===== src/rtl/spi_pkg.sv =====
// Shared SPI definitions: frame length default and slave FSM state encoding.
package spi_pkg;

  localparam int unsigned SPI_TRF_BIT_DEFAULT = 12;

  typedef enum logic [1:0] {
    IDLE  = 2'd0,
    SHIFT = 2'd1,
    HOLD  = 2'd2
  } slave_state_e;

endpackage


===== src/rtl/spi_sync_edge.sv =====
// N-stage synchronizer for an asynchronous pin with rise/fall strobes on the synchronized copy.
module spi_sync_edge #(
  parameter int unsigned SYNC_STAGES = 2
) (
  input  logic clk,
  input  logic rst,
  input  logic d,
  output logic rise_c,
  output logic fall_c
);

  logic [SYNC_STAGES-1:0] sync_q;
  logic                   prev_q;

  always_ff @(posedge clk or negedge rst) begin
    if (!rst) begin
      sync_q <= '0;
      prev_q <= 1'b0;
    end else begin
      sync_q <= {sync_q[SYNC_STAGES-2:0], d};
      prev_q <= sync_q[SYNC_STAGES-1];
    end
  end

  assign rise_c =  sync_q[SYNC_STAGES-1] & ~prev_q;
  assign fall_c = ~sync_q[SYNC_STAGES-1] &  prev_q;

endmodule


===== src/rtl/spi_slave.sv =====
// SPI mode-1 responder: oversampled sclk/cs/mosi, MSB-first fixed-length frames,
// preloaded transmit buffer and single-cycle receive strobe.
module spi_slave
  import spi_pkg::*;
#(
  parameter int unsigned SPI_TRF_BIT = SPI_TRF_BIT_DEFAULT,
  parameter int unsigned SYNC_STAGES = 2
) (
  input  logic                   clk,
  input  logic                   rst,
  input  logic                   sclk,
  input  logic                   cs,
  input  logic                   mosi,
  output logic                   miso,
  input  logic [SPI_TRF_BIT-1:0] tx_data,
  input  logic                   tx_load,
  output logic                   tx_pending,
  output logic [SPI_TRF_BIT-1:0] rx_data,
  output logic                   rx_valid,
  output logic                   busy,
  output logic                   frame_err,
  output logic                   tx_underrun
);

  localparam int unsigned W     = SPI_TRF_BIT;
  localparam int unsigned CNT_W = $clog2(SPI_TRF_BIT + 1);
  localparam logic [CNT_W-1:0] CNT_MAX = CNT_W'(SPI_TRF_BIT);

  logic sclk_rise, sclk_fall, cs_rise, cs_fall;
  logic [SYNC_STAGES-1:0] mosi_sync_q;
  logic mosi_s;

  slave_state_e     state_q, state_nxt;
  logic [W-1:0]     tx_buf_q, tx_buf_nxt;
  logic [W-1:0]     tx_shift_q, tx_shift_nxt;
  logic [W-1:0]     rx_shift_q, rx_shift_nxt;
  logic [CNT_W-1:0] tx_cnt_q, tx_cnt_nxt;
  logic [CNT_W-1:0] rx_cnt_q, rx_cnt_nxt;
  logic [W-1:0]     rx_data_nxt;
  logic             tx_pending_nxt, rx_valid_nxt, frame_err_nxt, tx_underrun_nxt;
  logic             miso_nxt, busy_nxt;

  spi_sync_edge #(.SYNC_STAGES(SYNC_STAGES)) u_sclk_sync (
    .clk    (clk),
    .rst    (rst),
    .d      (sclk),
    .rise_c (sclk_rise),
    .fall_c (sclk_fall)
  );

  spi_sync_edge #(.SYNC_STAGES(SYNC_STAGES)) u_cs_sync (
    .clk    (clk),
    .rst    (rst),
    .d      (cs),
    .rise_c (cs_rise),
    .fall_c (cs_fall)
  );

  // Same depth as the sclk path so the sampled bit lines up with the detected falling edge.
  always_ff @(posedge clk or negedge rst) begin
    if (!rst) mosi_sync_q <= '0;
    else      mosi_sync_q <= {mosi_sync_q[SYNC_STAGES-2:0], mosi};
  end

  assign mosi_s = mosi_sync_q[SYNC_STAGES-1];

  always_ff @(posedge clk or negedge rst) begin
    if (!rst) begin
      state_q     <= IDLE;
      tx_buf_q    <= '0;
      tx_shift_q  <= '0;
      rx_shift_q  <= '0;
      tx_cnt_q    <= '0;
      rx_cnt_q    <= '0;
      tx_pending  <= 1'b0;
      rx_data     <= '0;
      rx_valid    <= 1'b0;
      frame_err   <= 1'b0;
      tx_underrun <= 1'b0;
      miso        <= 1'b0;
      busy        <= 1'b0;
    end else begin
      state_q     <= state_nxt;
      tx_buf_q    <= tx_buf_nxt;
      tx_shift_q  <= tx_shift_nxt;
      rx_shift_q  <= rx_shift_nxt;
      tx_cnt_q    <= tx_cnt_nxt;
      rx_cnt_q    <= rx_cnt_nxt;
      tx_pending  <= tx_pending_nxt;
      rx_data     <= rx_data_nxt;
      rx_valid    <= rx_valid_nxt;
      frame_err   <= frame_err_nxt;
      tx_underrun <= tx_underrun_nxt;
      miso        <= miso_nxt;
      busy        <= busy_nxt;
    end
  end

  always_comb begin
    state_nxt       = state_q;
    tx_buf_nxt      = tx_buf_q;
    tx_shift_nxt    = tx_shift_q;
    rx_shift_nxt    = rx_shift_q;
    tx_cnt_nxt      = tx_cnt_q;
    rx_cnt_nxt      = rx_cnt_q;
    tx_pending_nxt  = tx_pending;
    rx_data_nxt     = rx_data;
    rx_valid_nxt    = 1'b0;
    frame_err_nxt   = 1'b0;
    tx_underrun_nxt = 1'b0;
    miso_nxt        = miso;

    if (tx_load) begin
      tx_buf_nxt     = tx_data;
      tx_pending_nxt = 1'b1;
    end

    case (state_q)
      IDLE: begin
        miso_nxt = 1'b0;
        if (cs_fall) begin
          // A load coinciding with frame start is bypassed straight into the shifter.
          if (tx_load) begin
            tx_shift_nxt = tx_data;
          end else if (tx_pending) begin
            tx_shift_nxt = tx_buf_q;
          end else begin
            tx_shift_nxt    = '0;
            tx_underrun_nxt = 1'b1;
          end
          tx_pending_nxt = 1'b0;
          tx_cnt_nxt     = '0;
          rx_cnt_nxt     = '0;
          state_nxt      = SHIFT;
        end
      end

      SHIFT: begin
        if (rx_cnt_q == CNT_MAX) begin
          rx_data_nxt  = rx_shift_q;
          rx_valid_nxt = 1'b1;
          if (cs_rise) begin
            miso_nxt  = 1'b0;
            state_nxt = IDLE;
          end else begin
            state_nxt = HOLD;
          end
        end else if (cs_rise) begin
          // cs_rise wins over a coincident sclk_fall: the partial frame is dropped.
          frame_err_nxt = 1'b1;
          miso_nxt      = 1'b0;
          state_nxt     = IDLE;
        end else begin
          if (sclk_rise && (tx_cnt_q < CNT_MAX)) begin
            miso_nxt     = tx_shift_q[W-1];
            tx_shift_nxt = {tx_shift_q[W-2:0], 1'b0};
            tx_cnt_nxt   = tx_cnt_q + CNT_W'(1);
          end
          if (sclk_fall && (rx_cnt_q < CNT_MAX)) begin
            rx_shift_nxt = {rx_shift_q[W-2:0], mosi_s};
            rx_cnt_nxt   = rx_cnt_q + CNT_W'(1);
          end
        end
      end

      HOLD: begin
        if (sclk_rise && (tx_cnt_q == CNT_MAX)) miso_nxt = 1'b0;
        if (cs_rise) begin
          miso_nxt  = 1'b0;
          state_nxt = IDLE;
        end
      end

      default: state_nxt = IDLE;
    endcase

    busy_nxt = (state_nxt != IDLE);
  end

endmodule

===== config.mk =====
export PLATFORM = sky130hd
export DESIGN_NAME = spi_slave
export DESIGN_NICKNAME = d
export VERILOG_FILES = /design/src/rtl/spi_pkg.sv /design/src/rtl/spi_sync_edge.sv /design/src/rtl/spi_slave.sv
export SDC_FILE = /design/constraint.sdc
export NUM_CORES = 1
export LEC_CHECK = 0
export BUFFER_PORTS_ARGS = -buffer_cell sky130_fd_sc_hd__buf_2
export CORE_AREA = 2 2 82 84
export CTS_CLUSTER_SIZE = 12
export DETAILED_ROUTE_END_ITERATION = 6
export DIE_AREA = 0 0 84 86
export PLACE_DENSITY_LB_ADDON = 0.25
export SLEW_MARGIN = 20
export SYNTH_ARGS = -nofsm -noshare
export SYNTH_HDL_FRONTEND = slang
export SYNTH_SLANG_ARGS = --single-unit
export TNS_END_PERCENT = 1

===== constraint.sdc =====
create_clock -name clk -period 1.95 [get_ports clk]
set_clock_uncertainty 0.05 [all_clocks]
set_input_delay 0.195 -clock clk [delete_from_list [all_inputs] [get_ports clk]]
set_output_delay 0.195 -clock clk [all_outputs]
set_load 0.05 [all_outputs]

==> metrics.md, run 1 <==
| Metric | Value |
|---|---|
| Met2 wire len | `2480 um` |
| Ant diodes | `0` |
| Io pins | `36` |
| Starting density of the core | `0.4859` |
| Status | `completed` |
| Height of the chip | `around 86 um` |
| Fin crit share | `0.9635` |
| Syn Area/Cell | `13.93 um^2` |
| Placed insts | `between 300 and 400` |
| Vias/cell | `5.131` |
| Worst Tran Pin Value | `slightly above 0.7 ns` |
| Cell taking the most area after synthesis | `dfrtp_1` |
| EDFF count, synth | `0` |
| Sequential fraction of the synthesis area | `0.5906` |
| CTS root buffer | `clkbuf_8` |
| Top sig layer | `met4` |
| M1 WL | `2626 um` |
| Drt drc | `0` |
| Mapped Area | `~0.0031 mm^2` |
| Remaining global-route overflow | `0` |
| Hold Fails Final Rpt | `0` |
| Final Wtd Congestion | `0.8288` |
| Worst-Skew Late Latency | `0.35 ns` |
| Met3 wire length | `217 um` |
| All-layer global routing usage | `0.1665` |
| Initial antenna violation count | `0` |
| First-pass GRT wire length | `around 9200 um` |
| Crit-path max FO | `7` |
| Setup ws final | `roughly 0.071 ns` |
| Slew Viols, Final | `0` |
| HP Class | `in -> reg` |
| Ys flop type | `dfrtp_1` |
| Most common cell after layout, fill and taps aside | `dfrtp_1` |
| Fmax | `0.5322 GHz` |
| Setup WS pre-CTS | `~0.016 ns` |
| Clock sinks | `72` |
| Synthesized net count | `241` |
| Async SR Flop Fraction | `1.000` |
| Peak VDD IR | `836.2 uV` |
| Die X | `84 um` |
| DP HPWL | `between 3000 and 4000 um` |
| Worst Path Arrival | `approximately 2.1 ns` |
| Vias in the first global route | `1898` |
| Max-cap violations | `0` |
| CTS clk-pin slew, worst paths | `0.08 ns` |
| Pwr per Cell Area | `approximately 1100 mW/mm^2` |
| Share of layout cells above drive strength 1 | `0.4626` |
| Die area | `between 0.007 and 0.008 mm^2` |
| Top cells by area, synth | `dfrtp_1 (59%), mux2_2 (14%), mux2_4 (4.4%), a22o_1 (3.2%), mux2i_1 (2.3%)` |
| Htree depth | `3` |
| Total CTS buffers | `9` |
| Startpoint types | `flip-flop` |
| Average wire per standard cell | `15.04 um` |
| Row Count | `29` |
| Setup CP Type | `reg -> reg` |
| Setup violators final | `0` |
| First-iteration detailed-routing DRC count | `106` |
| Layout Nets | `298` |
| Post-layout min period | `between 1.5 and 2 ns` |
| Initial DRT Pass Iterations | `4` |
| Commonest non-fill, non-tap cells in the layout | `dfrtp_1 (71), mux2_2 (38), buf_2 (35), buf_4 (15), nor2_1 (12)` |
| IO Port Bufs | `35` |
| Cells after synthesis | `219` |
| Clk buf depth | `2` |
| CTS tree | `yes` |
| Area growth, synth to finish | `23.42%` |
| Largest net degree at the start of global routing | `27` |
| Core Box Area | `0.006277 mm^2` |
| Yosys reg bits | `between 70 and 80` |
| Leakage | `1.858 nW` |
| Slew margin rel. | `0.5240` |
| Via Count | `1837` |
| Post-synthesis cell type count | `38` |
| Post-route ant nets | `0` |
| Worst endpoint required time | `2.14 ns` |
| Post-Route WL | `5385 um` |
| Final non-filler cell total | `358` |
| Yosys warnings | `0` |
| Post-synth top area share | `0.5906` |
| CP endpoint kind | `flip-flop` |
-- critical path, stage by stage, from the launching register on --
cell	delay, ns
dfrtp_1	0.39
inv_2	0.07
ha_4	0.17
nand3_4	0.09
nand4_1	0.15
a31oi_4	0.31
clkbuf_16	0.20
mux2_2	0.32
-- path summary, 6_finish.rpt --
path                                  startpoint               endpoint  slack (ns)  depth (start not counted)
setup reg to reg                     rx_cnt_q[0]          tx_shift_q[7]        0.07                          7
max in group asynchronous                    rst             state_q[0]        0.97                          3
hold / removal                        tx_data[6]            tx_buf_q[6]        0.05                          2
setup / recovery                     rx_cnt_q[0]          tx_shift_q[7]        0.07                          7
min in group asynchronous                    rst            tx_buf_q[1]        0.33                          2
hold reg to reg            u_sclk_sync.sync_q[0]  u_sclk_sync.sync_q[1]        0.30                          0
-- synth_stat cells (2+ instances only) --
master    instances
nand4_1           2
mux2i_1           7
nand2_1          10
a31oi_1           3
buf_2             4
mux2_2           38
nor2_1           12
inv_1             7
buf_6             2
nor2b_1           3
mux2_4            9
and2_4            2
nand2b_1          3
and3_1            2
dfrtp_1          72
nand4b_1          2
a22o_1           11
ha_1              4
nand3_1           4
clkbuf_1          4
-- timing repair --
item	CTS	global route
hold buffers	4	0
buffers inserted	0	6
endpoints found under the setup margin	1	12
resized for setup	0	9
hold endpoints to repair	24	0
cloned	0	1
pin swaps	1	1
-- layer usage --
metal | vias to the layer above | track usage
li1 | 891 | -
met1 | 910 | 0.2236
met2 | 31 | 0.2473
met3 | 5 | 0.06449
met4 | 0 | 0.06158
met5 | - | 0
-- sequential cells by signal, indices dropped and copies added (netlist names), 2 cells and up --
signal              count
rx_shift_q             12
rx_data                12
tx_shift_q             12
u_cs_sync.sync_q        2
tx_buf_q               12
state_q                 2
mosi_sync_q             2
tx_cnt_q                4
rx_cnt_q                4
u_sclk_sync.sync_q      2
-- metrics by stage --
step                      cell area [um^2]  hold slack (ns)  setup TNS (ns)  power [mW]    util
final                                 3765          0.04744               0       4.260  0.5998
after global routing                  3765          0.02833        -0.03269       4.500  0.5998
after CTS                             3655          0.03227               0       4.199  0.5822
after detailed placement              3364           0.1733               0       2.714  0.5360
after global placement                3364           0.1707               0       2.690  0.5360
after floorplan                       3050          -0.1506               0       2.497       -
-- layout make-up --
type	count	area, um^2
Clock inverter	7	126.4
Fill cell	495	2512
Multi-Input combinational cell	128	1176
Clock buffer	9	123.9
Tap cell	77	96.34
Inverter	7	26.28
Timing Repair Buffer	58	412.9
Sequential cell	72	1803
-- cells by family after synthesis --
logic type      share of synthesized area
buf+inv                           0.03651
fa+ha+maj                         0.01641
flops                              0.5906
compound gates                    0.06481
mux                                0.2075
simple gates                      0.08409
-- power by group --
part	internal, mW	switching, mW	leakage (nW)
combinational	0.489	0.370	0.815
clock	0.867	0.588	0.122
sequential	1.76	0.183	0.921
Power figures use the tool's default switching activity.
==> inputs of run 2 (changes only) <==
--- a/config.mk
+++ b/config.mk
@@ -5,7 +5,7 @@
 export SDC_FILE = /design/constraint.sdc
 export NUM_CORES = 1
 export LEC_CHECK = 0
-export BUFFER_PORTS_ARGS = -buffer_cell sky130_fd_sc_hd__buf_2
+export BUFFER_PORTS_ARGS = -buffer_cell sky130_fd_sc_hd__clkbuf_2
 export CORE_AREA = 2 2 82 84
 export CTS_CLUSTER_SIZE = 12
 export DETAILED_ROUTE_END_ITERATION = 6
==> metrics.md, run 2 (same netlist as run 1, synthesis figures left out) <==
| Metric | Value |
|---|---|
| Peak VDD IR | `686.9 uV (-18%)` |
| Worst endpoint required time | `2.13 ns (about the same)` |
| Starting density of the core | `0.4859 (unchanged)` |
| Drt drc | `0 (unchanged)` |
| Reg area | `0.001802 mm^2 (about the same)` |
| HP Class | `in -> reg` |
| Fin crit share | `0.9703 (+0.006819)` |
| Io pins | `36 (unchanged)` |
| Most common cell after layout, fill and taps aside | `dfrtp_1` |
| Clock sinks | `72 (unchanged)` |
| Fillers | `517 (+4.4%)` |
| Post-route ant nets | `0 (unchanged)` |
| Total CTS buffers | `9 (unchanged)` |
| CTS clk-pin slew, worst paths | `0.07 ns (about the same)` |
| Max stage delay on crit path | `0.37 ns (-0.02 ns)` |
| First-pass GRT wire length | `9018 um (-1.9%)` |
| Worst Tran Pin Value | `0.7268 ns (+0.01549 ns)` |
| Average wire per standard cell | `14.92 um (-0.81%)` |
| Remaining global-route overflow | `0 (unchanged)` |
| Final Wtd Congestion | `0.7878 (-4.9%)` |
| CTS root buffer | `clkbuf_8` |
| Multi-input gate area | `0.001142 mm^2 (-2.9%)` |
| Leakage | `1.793 nW (-3.5%)` |
| Final hold slack | `0.04825 ns (+0.0008154 ns)` |
| IO Port Bufs | `35 (unchanged)` |
| Pwr per Cell Area | `1108 mW/mm^2 (-2.1%)` |
| Share of layout cells above drive strength 1 | `0.4291 (-0.03354)` |
| Post-layout min period | `1.892 ns (+0.01330 ns)` |
| R2R Path End | `tx_shift_q[2]` |
| Fmax | `0.5285 GHz (-0.70%)` |
| Post-Route WL | `5252 um (-2.5%)` |
| Critical Path End | `tx_shift_q[2]` |
| Status | `completed` |
| Die area | `0.007224 mm^2 (unchanged)` |
| CTS tree | `yes` |
| Core Box Area | `0.006277 mm^2 (unchanged)` |
| Height of the chip | `86 um (unchanged)` |
| Commonest non-fill, non-tap cells in the layout | `dfrtp_1 (72), mux2_2 (38), clkbuf_2 (34), nor2_1 (12)` |
| Slowest library cell on the worst path | `dfrtp_1` |
| Die X | `84 um (unchanged)` |
| Htree depth | `3 (unchanged)` |
| Row Count | `29 (unchanged)` |
| Setup violators final | `0 (unchanged)` |
| Final core utilization | `0.5792 (-0.02053)` |
| Hold Fails Final Rpt | `0 (unchanged)` |
| CP endpoint kind | `flip-flop` |
| Worst-Skew Late Latency | `0.35 ns (about the same)` |
| Largest net degree at the start of global routing | `32 (+19%)` |
| First-iteration detailed-routing DRC count | `98 (-7.5%)` |
| Worst Path Arrival | `2.07 ns (about the same)` |
| Area growth, synth to finish | `19.20%` |
| Vias/cell | `5.099 (-0.62%)` |
| Slew Viols, Final | `0 (unchanged)` |
| Initial antenna violation count | `0 (unchanged)` |
| Vias in the first global route | `1839 (-3.1%)` |
| Reg2reg start | `rx_cnt_q[0]` |
| Layout Nets | `292 (-2.0%)` |
| Initial DRT Pass Iterations | `4 (unchanged)` |
| Startpoint types | `flip-flop` |
| Critical path launch point | `rx_cnt_q[0]` |
| Critical path cell sequence | `inv_1 > ha_1 > nand3_2 > nand4b_1 > a31oi_2 > buf_12 > mux2_2` |
| Ant diodes | `0 (unchanged)` |
| Max-cap violations | `0 (unchanged)` |
| Clk buf depth | `2 (unchanged)` |
| Crit-path max FO | `15 (+8)` |
| R2R setup slack | `0.06 ns (about the same)` |
| All-layer global routing usage | `0.1623 (-0.004117)` |
| Via Count | `1795 (-2.3%)` |
| Setup repair bufs after CTS | `0 (unchanged)` |
| DP HPWL | `3540 um (+0.27%)` |
| Setup CP Type | `reg -> reg` |
| Register-to-Register Path Depth | `7 (unchanged)` |
| Slew margin rel. | `0.5137 (-0.01036)` |
run 2: routing by layer:
metal	track usage	vias to the layer above	wire, um
met5	0	-	0
met4	0.07918	0	116
met3	0.05005	11	166
met2	0.2400	24	2372
met1	0.2193	882	2596
li1	-	878	-
run 2: timing repair:
item	4_1_cts	5_1_grt
hold buffers	4	0
endpoints found under the hold margin	21	0
endpoints found under the setup margin	0	11
gates resized for setup	0	1
run 2: cell type report:
class,count,share of cell area
tap,77,0.02650
clock inverter,4,0.02099
inverter,7,0.007226
clock buffer,12,0.04267
sequential,72,0.4955
timing repair buffer,52,0.09291
multi-input combinational,128,0.3142
run 2: worst min-delay path by stage:
| stage | cells past startpoint | start | to | slack, ns |
|---|---|---|---|---|
| 3_3_place_gp | 1 | rst | tx_buf_q[3] | 0.14 |
| 2_1_floorplan | 0 | rst | busy | -0.15 |
| 6_report | 2 | tx_data[5] | tx_buf_q[5] | 0.05 |
| 4_1_cts | 2 | tx_data[8] | tx_buf_q[8] | 0.03 |
| 3_5_place_dp | 1 | rst | tx_buf_q[3] | 0.14 |
| 5_1_grt | 2 | tx_data[8] | tx_buf_q[8] | 0.03 |
run 2: critical path, delay by kind of cell (launching register included):
kind | cells | cell delay (ns)
DFF | 1 | 0.37
muxes | 1 | 0.35
and+or+nand+nor | 2 | 0.27
AOI/OAI and AO/OA | 1 | 0.26
buffers and inverters | 2 | 0.25
adders and majority gates | 1 | 0.22
run 2: through the flow:
step	power, mW	setup WS, ns	setup TNS, ns	cells	area (um^2)
after global routing	4.251	-0.01243	-0.05597	352	3636
after global placement	2.684	0.1007	0	332	3359
after detailed placement	2.718	0.04413	0	332	3359
after floorplan	2.497	0.005317	0	219	3050
final	4.027	0.05785	0	352	3636
after CTS	4.073	0.01062	0	352	3631
run 2: power breakdown:
group	switching [mW]	internal (mW)	total, mW
clock	0.533	0.793	1.33
sequential	0.187	1.76	1.95
combinational	0.334	0.416	0.751
